<file path="src/rtl/bin2bcd_pkg.sv">
// Shared types and constants for the sequential binary-to-BCD converter.
package bin2bcd_pkg;

  typedef enum logic [1:0] {
    IDLE  = 2'd0,
    SHIFT = 2'd1,
    DONE  = 2'd2
  } state_e;

  localparam int unsigned BCD_ADJ_THRESH = 5;
  localparam int unsigned BCD_ADJ_VAL    = 3;
  localparam int unsigned BCD_DIGIT_W    = 4;

endpackage

</file>
<file path="src/rtl/bcd_add3.sv">
// Double-dabble digit correction: add 3 to a BCD digit that is 5 or more.
module bcd_add3
  import bin2bcd_pkg::*;
(
  input  logic [BCD_DIGIT_W-1:0] digit_i,
  output logic [BCD_DIGIT_W-1:0] digit_o
);

  // Correct the digit so the following left shift carries into the next digit
  always_comb begin
    digit_o = digit_i;
    if (digit_i >= BCD_DIGIT_W'(BCD_ADJ_THRESH)) begin
      digit_o = digit_i + BCD_DIGIT_W'(BCD_ADJ_VAL);
    end
  end

endmodule

</file>
<file path="src/rtl/bin2bcd_seq.sv">
// Sequential shift-and-add-3 binary-to-BCD converter, one shift step per clock.
// Optional macro BIN2BCD_OVF_EN enables overflow tracking on the ovf port;
// without it ovf is tied low.
module bin2bcd_seq
  import bin2bcd_pkg::*;
#(
  parameter int unsigned W      = 8,
  parameter int unsigned DIGITS = 3
) (
  input  logic                          clk,
  input  logic                          rst,
  input  logic                          start,
  input  logic [W-1:0]                  bin,
  output logic                          busy,
  output logic                          done,
  output logic [BCD_DIGIT_W*DIGITS-1:0] bcd,
  output logic                          ovf
);

  localparam int unsigned BCD_W = BCD_DIGIT_W * DIGITS;
  localparam int unsigned CNT_W = $clog2(W + 1);
  localparam int unsigned SR_W  = BCD_W + W;

  state_e             state_q, state_d;
  logic [CNT_W-1:0]   cnt_q, cnt_d;
  logic [W-1:0]       shift_q, shift_d;
  logic [BCD_W-1:0]   work_q, work_d;
  logic [BCD_W-1:0]   corr;
  logic [SR_W-1:0]    shifted;
  logic [BCD_W-1:0]   bcd_q, bcd_d;
  logic               busy_q, busy_d;
  logic               done_q, done_d;
  logic               accept;
  logic               last_step;

  // Per-digit add-3 correction ahead of the shift
  for (genvar g = 0; g < DIGITS; g++) begin : g_adj
    bcd_add3 u_add3 (
      .digit_i (work_q[g*BCD_DIGIT_W +: BCD_DIGIT_W]),
      .digit_o (corr[g*BCD_DIGIT_W +: BCD_DIGIT_W])
    );
  end

  assign accept    = start && ((state_q == IDLE) || (state_q == DONE));
  assign last_step = (state_q == SHIFT) && (cnt_q == CNT_W'(1));
  // The top bit of the corrected digits falls off here: that is the mod 10^DIGITS truncation
  assign shifted   = {corr, shift_q} << 1;

  // State register
  always_ff @(posedge clk or posedge rst) begin
    if (rst) begin
      state_q <= IDLE;
    end else begin
      state_q <= state_d;
    end
  end

  // Next-state logic
  always_comb begin
    state_d = state_q;
    unique case (state_q)
      IDLE:    if (start) state_d = SHIFT;
      SHIFT:   if (cnt_q == CNT_W'(1)) state_d = DONE;
      DONE:    state_d = start ? SHIFT : IDLE;
      default: state_d = IDLE;
    endcase
  end

  // Output and datapath next values
  always_comb begin
    shift_d = shift_q;
    work_d  = work_q;
    cnt_d   = cnt_q;
    if (accept) begin
      shift_d = bin;
      work_d  = '0;
      cnt_d   = CNT_W'(W);
    end else if (state_q == SHIFT) begin
      shift_d = shifted[W-1:0];
      work_d  = shifted[SR_W-1:W];
      cnt_d   = cnt_q - CNT_W'(1);
    end
    busy_d = (state_d == SHIFT);
    done_d = (state_d == DONE);
    bcd_d  = last_step ? work_d : bcd_q;
  end

  // Datapath and output registers
  always_ff @(posedge clk or posedge rst) begin
    if (rst) begin
      cnt_q   <= '0;
      shift_q <= '0;
      work_q  <= '0;
      bcd_q   <= '0;
      busy_q  <= 1'b0;
      done_q  <= 1'b0;
    end else begin
      cnt_q   <= cnt_d;
      shift_q <= shift_d;
      work_q  <= work_d;
      bcd_q   <= bcd_d;
      busy_q  <= busy_d;
      done_q  <= done_d;
    end
  end

  assign busy = busy_q;
  assign done = done_q;
  assign bcd  = bcd_q;

`ifdef BIN2BCD_OVF_EN
  logic ovf_acc_q, ovf_acc_d;
  logic ovf_q, ovf_d;

  // Accumulate any bit lost off the top digit; publish it with the result
  always_comb begin
    ovf_acc_d = ovf_acc_q;
    ovf_d     = ovf_q;
    if (accept) begin
      ovf_acc_d = 1'b0;
    end else if (state_q == SHIFT) begin
      ovf_acc_d = ovf_acc_q | corr[BCD_W-1];
    end
    if (last_step) begin
      ovf_d = ovf_acc_d;
    end
  end

  // Overflow registers
  always_ff @(posedge clk or posedge rst) begin
    if (rst) begin
      ovf_acc_q <= 1'b0;
      ovf_q     <= 1'b0;
    end else begin
      ovf_acc_q <= ovf_acc_d;
      ovf_q     <= ovf_d;
    end
  end

  assign ovf = ovf_q;
`else
  assign ovf = 1'b0;
`endif

endmodule

</file>
<file path="config.mk">
export PLATFORM = sky130hd
export DESIGN_NAME = bin2bcd_seq
export DESIGN_NICKNAME = d
export VERILOG_FILES = /design/src/rtl/bin2bcd_pkg.sv /design/src/rtl/bcd_add3.sv /design/src/rtl/bin2bcd_seq.sv
export SDC_FILE = /design/constraint.sdc
export NUM_CORES = 1
export LEC_CHECK = 0
export ABC_AREA = 1
export CAP_MARGIN = 25
export CORE_MARGIN = 2
export CORE_UTILIZATION = 28
export CTS_CLUSTER_DIAMETER = 50
export DETAILED_ROUTE_END_ITERATION = 7
export PLACE_DENSITY_LB_ADDON = 0.15
export SYNTH_ARGS = -nofsm -noshare
export SYNTH_HDL_FRONTEND = slang
export SYNTH_HIERARCHICAL = 1
export SYNTH_SLANG_ARGS = --single-unit
</file>
<file path="constraint.sdc">
create_clock -name clk -period 1.3 [get_ports clk]
set_clock_uncertainty 0.1 [all_clocks]
set_input_delay 0.26 -clock clk [delete_from_list [all_inputs] [get_ports clk]]
set_output_delay 0.26 -clock clk [all_outputs]
set_load 0.005 [all_outputs]
</file>
# Word-level counts from Yosys, hierarchy flattened
# Cells that the tools add are included.
[op_classes] n_lt_le_gt_ge=3 add_sub_neg=4 n_mux=13 eq_ne=5 reduce_logical=5
[op_table] operator="2-to-1 mux 12 bit" n=2
[op_table] operator="2-to-1 mux 4 bit" n=4
[op_table] operator="2-to-1 mux 8 bit" n=2
[op_table] operator="greater-or-equal comparator 4 x 3 -> 1 bit (second input constant)" n=3
[op_table] operator="adder 4 x 2 -> 4 bit (second input constant)" n=2
[op_table] operator="case mux 2 bit (3 select lines)" n=1
[op_table] operator="equality test 2 x 1 -> 1 bit (second input constant)" n=2
[op_table] operator="equality test 2 bit (second input constant)" n=2
[op_table] operator="equality test 4 x 1 -> 1 bit (second input constant)" n=1
[op_table] operator="2-to-1 mux 2 bit" n=2
[op_table] operator="subtractor 4 x 1 -> 4 bit (second input constant)" n=1
[op_table] operator="adder 3 x 2 -> 3 bit (second input constant)" n=1
[op_table] operator="2-to-1 mux 3 bit" n=1
[op_table] operator="logical AND 1 bit" n=2
[op_table] operator="zero test 2 bit" n=1
[op_table] operator="nonzero test 2 bit" n=1
[op_table] operator="logical OR 1 bit" n=1
[op_table] operator="2-to-1 mux 1 bit" n=1
[word_totals] elab_cells=37 out_inout_bits=15 register_bits=40 inputBits=11

# Longest topological paths before layout
# Gate-level depths: netlist of run 1.
[depth] ltp_word=4 ltp_mapped=9 mapped_depth_nobuf=9

# Modules after synthesis
# Netlist of run 1, hierarchy kept.
[by_module_without_submodules] mod="bin2bcd_seq" n_inst=1 cells_each=190 seq_area_each_um2=1001.0 area_per_inst_um2=1755.4
[by_module_without_submodules] mod="bcd_add3" n_inst=3 cells_each=23 seq_area_each_um2=0.0 area_per_inst_um2=135.1

# Least setup slack after synthesis of run 1
# OpenSTA, ideal clock, no wires.
[synth_timing] kind="register to register" from="reg work_q[0]" to="reg work_q[2]" path_slack_ns=-0.085 setup_ns=0.077 period_less_slack_ns=1.385 t_required_ns=1.123 n_path_buf=0 t_arrival_ns=1.208 path_stages_with_launch=9 path_cell_list="dfrtp_1 inv_1 ha_1 nor2_4 nor2_4 nand2_1 o21ai_2 nand2_1 a21oi_1"
[synth_via] elab_chain_len=4 word_cells_on_any_way=5 cone_classes="add/sub (1); order compare (1); mux (3)"
[synth_rtl] element="from (decl)" line="bin2bcd_seq.sv:27" rtl="logic [BCD_W-1:0] work_q, work_d;"
[synth_rtl] element="from (signal assigned)" line="bin2bcd_seq.sv:100" rtl="work_q <= work_d;"
[synth_rtl] element="adder 4 x 2 -> 4 bit or greater-or-equal comparator 4 x 3 -> 1 bit (tied branches)" line="bcd_add3.sv:13, bcd_add3.sv:12"
[synth_rtl] element="2-to-1 mux 4 bit (*)" line="bcd_add3.sv:12" rtl="if (digit_i >= BCD_DIGIT_W'(BCD_ADJ_THRESH)) begin"
[synth_rtl] element="net corr[1]" line="bin2bcd_seq.sv:28" rtl="logic [BCD_W-1:0] corr;"
[synth_rtl] element="2-to-1 mux 12 bit (*)" line="bin2bcd_seq.sv:78" rtl="end else if (state_q == SHIFT) begin"
[synth_rtl] element="2-to-1 mux 12 bit (*)" line="bin2bcd_seq.sv:74" rtl="if (accept) begin"
[synth_rtl] element="net work_d[2]" line="bin2bcd_seq.sv:27"
# The timed path passes the listed nets; every way through them passes the cells marked *.
# A chain may end at the register's enable or synchronous reset.

# Worst setup path in the final report of run 1
# Same ends and word-level chain as after synthesis.

==> results of run 1 <==
## final timing paths
check	startpoint	to	cells after the start
setup / recovery	work_q[0]	work_q[2]	8
hold / removal	rst	shift_q[0]	3
setup reg to reg	work_q[0]	work_q[2]	8
hold reg to reg	bcd[7]	bcd[7]	2
max in group asynchronous	rst	work_q[0]	3
min in group clk	bcd[7]	bcd[7]	2
## through the flow
step	hold WS, ps	total power, W
floorplan	281	0.00495
global placement	365	0.00643
detailed placement	368	0.00646
CTS	219	0.00751
global route	228	0.00904
finish	207	0.00825
## metal layers
layer  vias up  share of wire  routed length, um  global-route usage
met4         0          0.017                 80              0.0492
met1       808           0.46               2160               0.158
met3         7          0.021                100              0.0274
met2        17           0.50               2340               0.189
met5         -              0                  0                   0
li1        918              -                  -                   -
## report_power, final
group | switching [W] | leakage, nW | internal (W)
clock network | 0.000449 | 0.0445 | 0.000432
registers | 0.000385 | 0.488 | 0.00186
logic | 0.00262 | 0.967 | 0.00251
## placed cells by master, fill, tap and decap left out, types with 11 or more instances in the layout
master,count
inv_1,28
nand3_1,14
buf_4,30
clkdlybuf4s15_1,12
nand2_1,45
o21ai_0,11
o21ai_2,15
nor2_1,22
dfrtp_1,39
nand2_2,16
a21oi_2,12
## critical path, cell delays in order (launching register included)
cell and delay [ps]:
dfrtp_2 440, ha_4 170, nand2_2 60, nand2_2 70, nor2_4 170, nand2_1 90
o21ai_2 60, nand2_2 80, a21oi_2 100
## flip-flops by register name, summed over array words and instances, names as in the netlist
name and count:
bcd 12, shift_q 8, busy 1, work_q 12, state_q 2, done 1, cnt_q 4
## cell type report
type                            instances  area [um^2]
Tap cell                               99          124
Sequential cell                        40         1000
Inverter                               38          143
Fill cell                             737         4240
Multi-Input combinational cell        167         1090
Clock inverter                          1         7.51
Clock buffer                            7         86.3
Timing Repair Buffer                   63          641
## what timing repair did
item | CTS | global route
gates cloned | 0 | 2
pin swaps | 8 | 24
gates resized for setup | 30 | 46
buffers inserted | 5 | 6
endpoints found under the setup margin | 33 | 30
==> flow_summary.json, run 1 <==
{
  "start_kind": "register",
  "antenna_found_initial": 0,
  "endpoint_kind": "register",
  "diodes": 0,
  "portBuffers": 24,
  "cp.arrival_ps": 1550,
  "pre_cts_ws_ps": -224,
  "grt_max_degree": 41,
  "num_vias": 1750,
  "ys.warnings.count": 6,
  "violations": "setup timing",
  "io_pins": 26,
  "cts_tree": "built",
  "wire_per_inst_um": 11.3,
  "hold_viol": 0,
  "grt_pass1_vias": 1712,
  "fin_cells": 415,
  "critPathKind": "reg2reg",
  "die_h_um": 91.3,
  "leakagePower_nw": 1.50,
  "cts_sinks": 40,
  "root_buffer": "clkbuf_8",
  "clkLatencyLatePin_ps": 290,
  "pwr_density_cell_mw_per_mm2": 2670,
  "rsz0062_at_grt": "true",
  "rows": 31,
  "finalSetupViolations": 17,
  "post-route-cell-area_mm2": 0.00310,
  "setup_slack_ps": -114,
  "fmaxAchievable_mhz": 707,
  "drt_wl_total_um": 4680,
  "drt_iter0_drc": 56,
  "fin_util": 0.422,
  "start_util": 0.291,
  "numCtsBuffers": 5,
  "gp_congestion": 0.815,
  "drcViolationCount": 0,
  "drv_cap": 0,
  "rrSetupSlack_ps": -110,
  "outcome": "complete, but fails checks",
  "drive_gt1_frac": 0.389,
  "vdd_drop_max_mv": 0.638,
  "synth_area_mm2": 0.00213,
  "syn_area_per_cell_um2": 8.40,
  "clock_path_buffers": 2,
  "grt_use_total": 0.120,
  "finalMaxSlewViolations": 0,
  "h-tree-depth": 2,
  "syn_inst": 254,
  "cts_hold_buf": 0,
  "num-nets-final": 334,
  "grt_pass1_wl_um": 7940,
  "tns_ps": -1050,
  "min_path_type": "in2async",
  "fin_crit_sh": 1.09,
  "critical_path.max_fanout": 4,
  "dr.pass1.iters": 4,
  "syn_to_final_growth_pct": 45.0,
  "min_period_ps": 1410,
  "overflow": 0,
  "die_area_mm2": 0.00834,
  "postRouteAntennaNets": 0,
  "dpl.hpwl_um": 3050,
  "place_inst": 394,
  "die_x_um": 91.3,
  "worstPathRequired_ps": 1430,
  "coreArea_mm2": 0.00733,
  "syn_nets": 273,
  "viasPerCell": 4.22,
  "placed_cell_area_mm2": 0.00270,
  "clk_pin_slew_ps": 80
}
(Power assumes the default switching activity.)
==> run 2: changes to the inputs <==
--- a/config.mk
+++ b/config.mk
@@ -9,6 +9,7 @@
 export CAP_MARGIN = 25
 export CORE_MARGIN = 2
 export CORE_UTILIZATION = 28
+export CTS_BUF_LIST = sky130_fd_sc_hd__clkbuf_2
 export CTS_CLUSTER_DIAMETER = 50
 export DETAILED_ROUTE_END_ITERATION = 7
 export PLACE_DENSITY_LB_ADDON = 0.15
==> run 2 against run 1 <==
Effect of this change: the flow still finishes with violations (setup timing); utilization decreased by 1.8 points; non-clock buffer count unchanged; die area unchanged; worst hold slack got worse by 140 ps; wire length decreased by 0.62%; clock power decreased by 37%; global-route usage increased by 0.12 points; design area decreased by 4.2%; critical path type unchanged; largest cell class unchanged; largest power group unchanged.
==> flow_summary.json, run 2 (synthesized netlist as in run 1, its figures left out) <==
{
  "antenna_found_initial": 0,
  "hold_slack_ps": 70.5,
  "critPathMaxStageDelay_ps": 490,
  "root_buffer": "clkbuf_2",
  "rows": 31,
  "r2r-start": "work_q[0]",
  "fin_crit_sh": 1.10,
  "syn_to_final_growth_pct": 39.0,
  "swShare": 0.436,
  "start_kind": "register",
  "gp_congestion": 0.815,
  "clock_path_buffers": 2,
  "numCtsBuffers": 5,
  "intPower_w": 0.00440,
  "fill_cells": 746,
  "drt_iter0_drc": 34,
  "finalSetupViolations": 27,
  "finalMaxSlewViolations": 0,
  "num-nets-final": 334,
  "viasPerCell": 4.23,
  "h-tree-depth": 2,
  "cp.arrival_ps": 1690,
  "die_area_mm2": 0.00834,
  "combPwrFrac": 0.644,
  "die_h_um": 91.3,
  "dpl.hpwl_um": 3050,
  "coreArea_mm2": 0.00733,
  "pwr_density_cell_mw_per_mm2": 2630,
  "rsz0062_at_grt": "true",
  "path_common_cell": "nand2_2",
  "drt_wl_total_um": 4650,
  "die_x_um": 91.3,
  "fin_util": 0.405,
  "grt_max_degree": 41,
  "grt_pass1_vias": 1725,
  "crit_family": "simple AND/OR/NAND/NOR gates",
  "setup_slack_ps": -129,
  "portBuffers": 24,
  "reg2reg_depth": 8,
  "min_period_ps": 1430,
  "p_seq_frac": 0.285,
  "critPathKind": "reg2reg",
  "leakagePower_nw": 1.48,
  "endpoint_kind": "register",
  "hold_viol": 0,
  "grt_pass1_wl_um": 7980,
  "io_pins": 26,
  "violations": "setup timing",
  "vdd_drop_max_mv": 0.609,
  "final_cell_mix": "nand2_1 (47), dfrtp_1 (39), buf_4 (30)",
  "clk_pin_slew_ps": 210,
  "start_util": 0.291,
  "clkLatencyLatePin_ps": 410,
  "rrSetupSlack_ps": -130,
  "drive_gt1_frac": 0.430,
  "postRouteAntennaNets": 0,
  "critical_path.max_fanout": 4,
  "wire_per_inst_um": 11.2,
  "path_buf_inv": 0,
  "p_sw_w": 0.00340,
  "worstPathRequired_ps": 1560,
  "cp_slowest_cell": "dfrtp_2",
  "outcome": "complete, but fails checks",
  "drcViolationCount": 0,
  "reg2reg_to": "work_q[1]",
  "final_common_cell": "nand2_1",
  "path_cells": "ha_4 -> nand2_2 -> nand2_2 -> nor2_4 -> nand2_1 -> nand2_1 -> nand2_2 -> a21oi_2",
  "cts_tree": "built",
  "grt_use_total": 0.121,
  "dr.pass1.iters": 4,
  "total_power_w": 0.00780,
  "cts_sinks": 40,
  "overflow": 0,
  "num_vias": 1755,
  "p_clk_frac": 0.071,
  "cts_hold_buf": 0,
  "diodes": 0,
  "fmaxAchievable_mhz": 700,
  "min_path_type": "in2async",
  "drv_cap": 0
}
run 2: cell types whose count changed in the layout (fill, tap and decap cells not counted), sizes merged:
cell           change
dlygate4sd2        -1
clkinv             +1
clkdlybuf4s15     -12
buf               +14
clkbuf             -2
run 2: worst max path at each step:
stage,endpoint,slack (ps),startpoint,cells past startpoint
6_report,work_q[1],-130,work_q[0],8
4_1_cts,work_q[2],-130,work_q[1],9
5_1_grt,work_q[9],-230,work_q[8],8
3_3_place_gp,shift_q[1],-180,start,6
3_5_place_dp,shift_q[6],-220,start,6
2_1_floorplan,bcd[2],-40,work_q[1],9
run 2: worst min-delay path, cell delays in order:
cell and delay, ps:
clkdlybuf4s50_1 390, inv_1 90, buf_12 230
run 2: cell type report:
type / instances / area [um^2] / share of cell area
multi-input cells: 167 / 1080 / 0.364
inverters: 38 / 143 / 0.0481
clock buffers: 6 / 30.0 / 0.0101
well taps: 99 / 124 / 0.0418
repair buffers: 63 / 577 / 0.194
clock inverters: 2 / 11.3 / 0.00380
flip-flops and latches: 40 / 1000 / 0.338
run 2: power by group through the flow:
stage                     Sequential [W]  Clock [W]  Combinational [W]
final                            0.00222   0.000555            0.00503
after CTS                        0.00219   0.000602            0.00434
after global routing             0.00229   0.000664            0.00565
after detailed placement         0.00223          0            0.00424
after global placement           0.00222          0            0.00420
after floorplan                  0.00223          0            0.00272
run 2: routing by layer:
metal / GRT usage / vias up / routed length (um) / part of all wire
met5: 0 / - / 0 / 0
met4: 0.0492 / 0 / 84 / 0.018
met3: 0.0307 / 8 / 127 / 0.027
met2: 0.193 / 20 / 2230 / 0.48
met1: 0.156 / 801 / 2210 / 0.48
li1: - / 926 / - / -
run 2: what timing repair did:
item,in CTS,in global routing
pin swaps,17,25
gates cloned,0,2
resized for setup,64,37
setup endpoints to repair,35,45
setup buffers,3,8
run 2: per-stage QoR:
step	worst slack, ps	cells	cell area (um^2)	setup TNS, ps
finish	-129	415	2970	-1550
global route	-226	415	2970	-4860
CTS	-132	405	2740	-2450
detailed placement	-224	394	2700	-5910
global placement	-180	394	2700	-5160
floorplan	-42.0	254	2150	-182
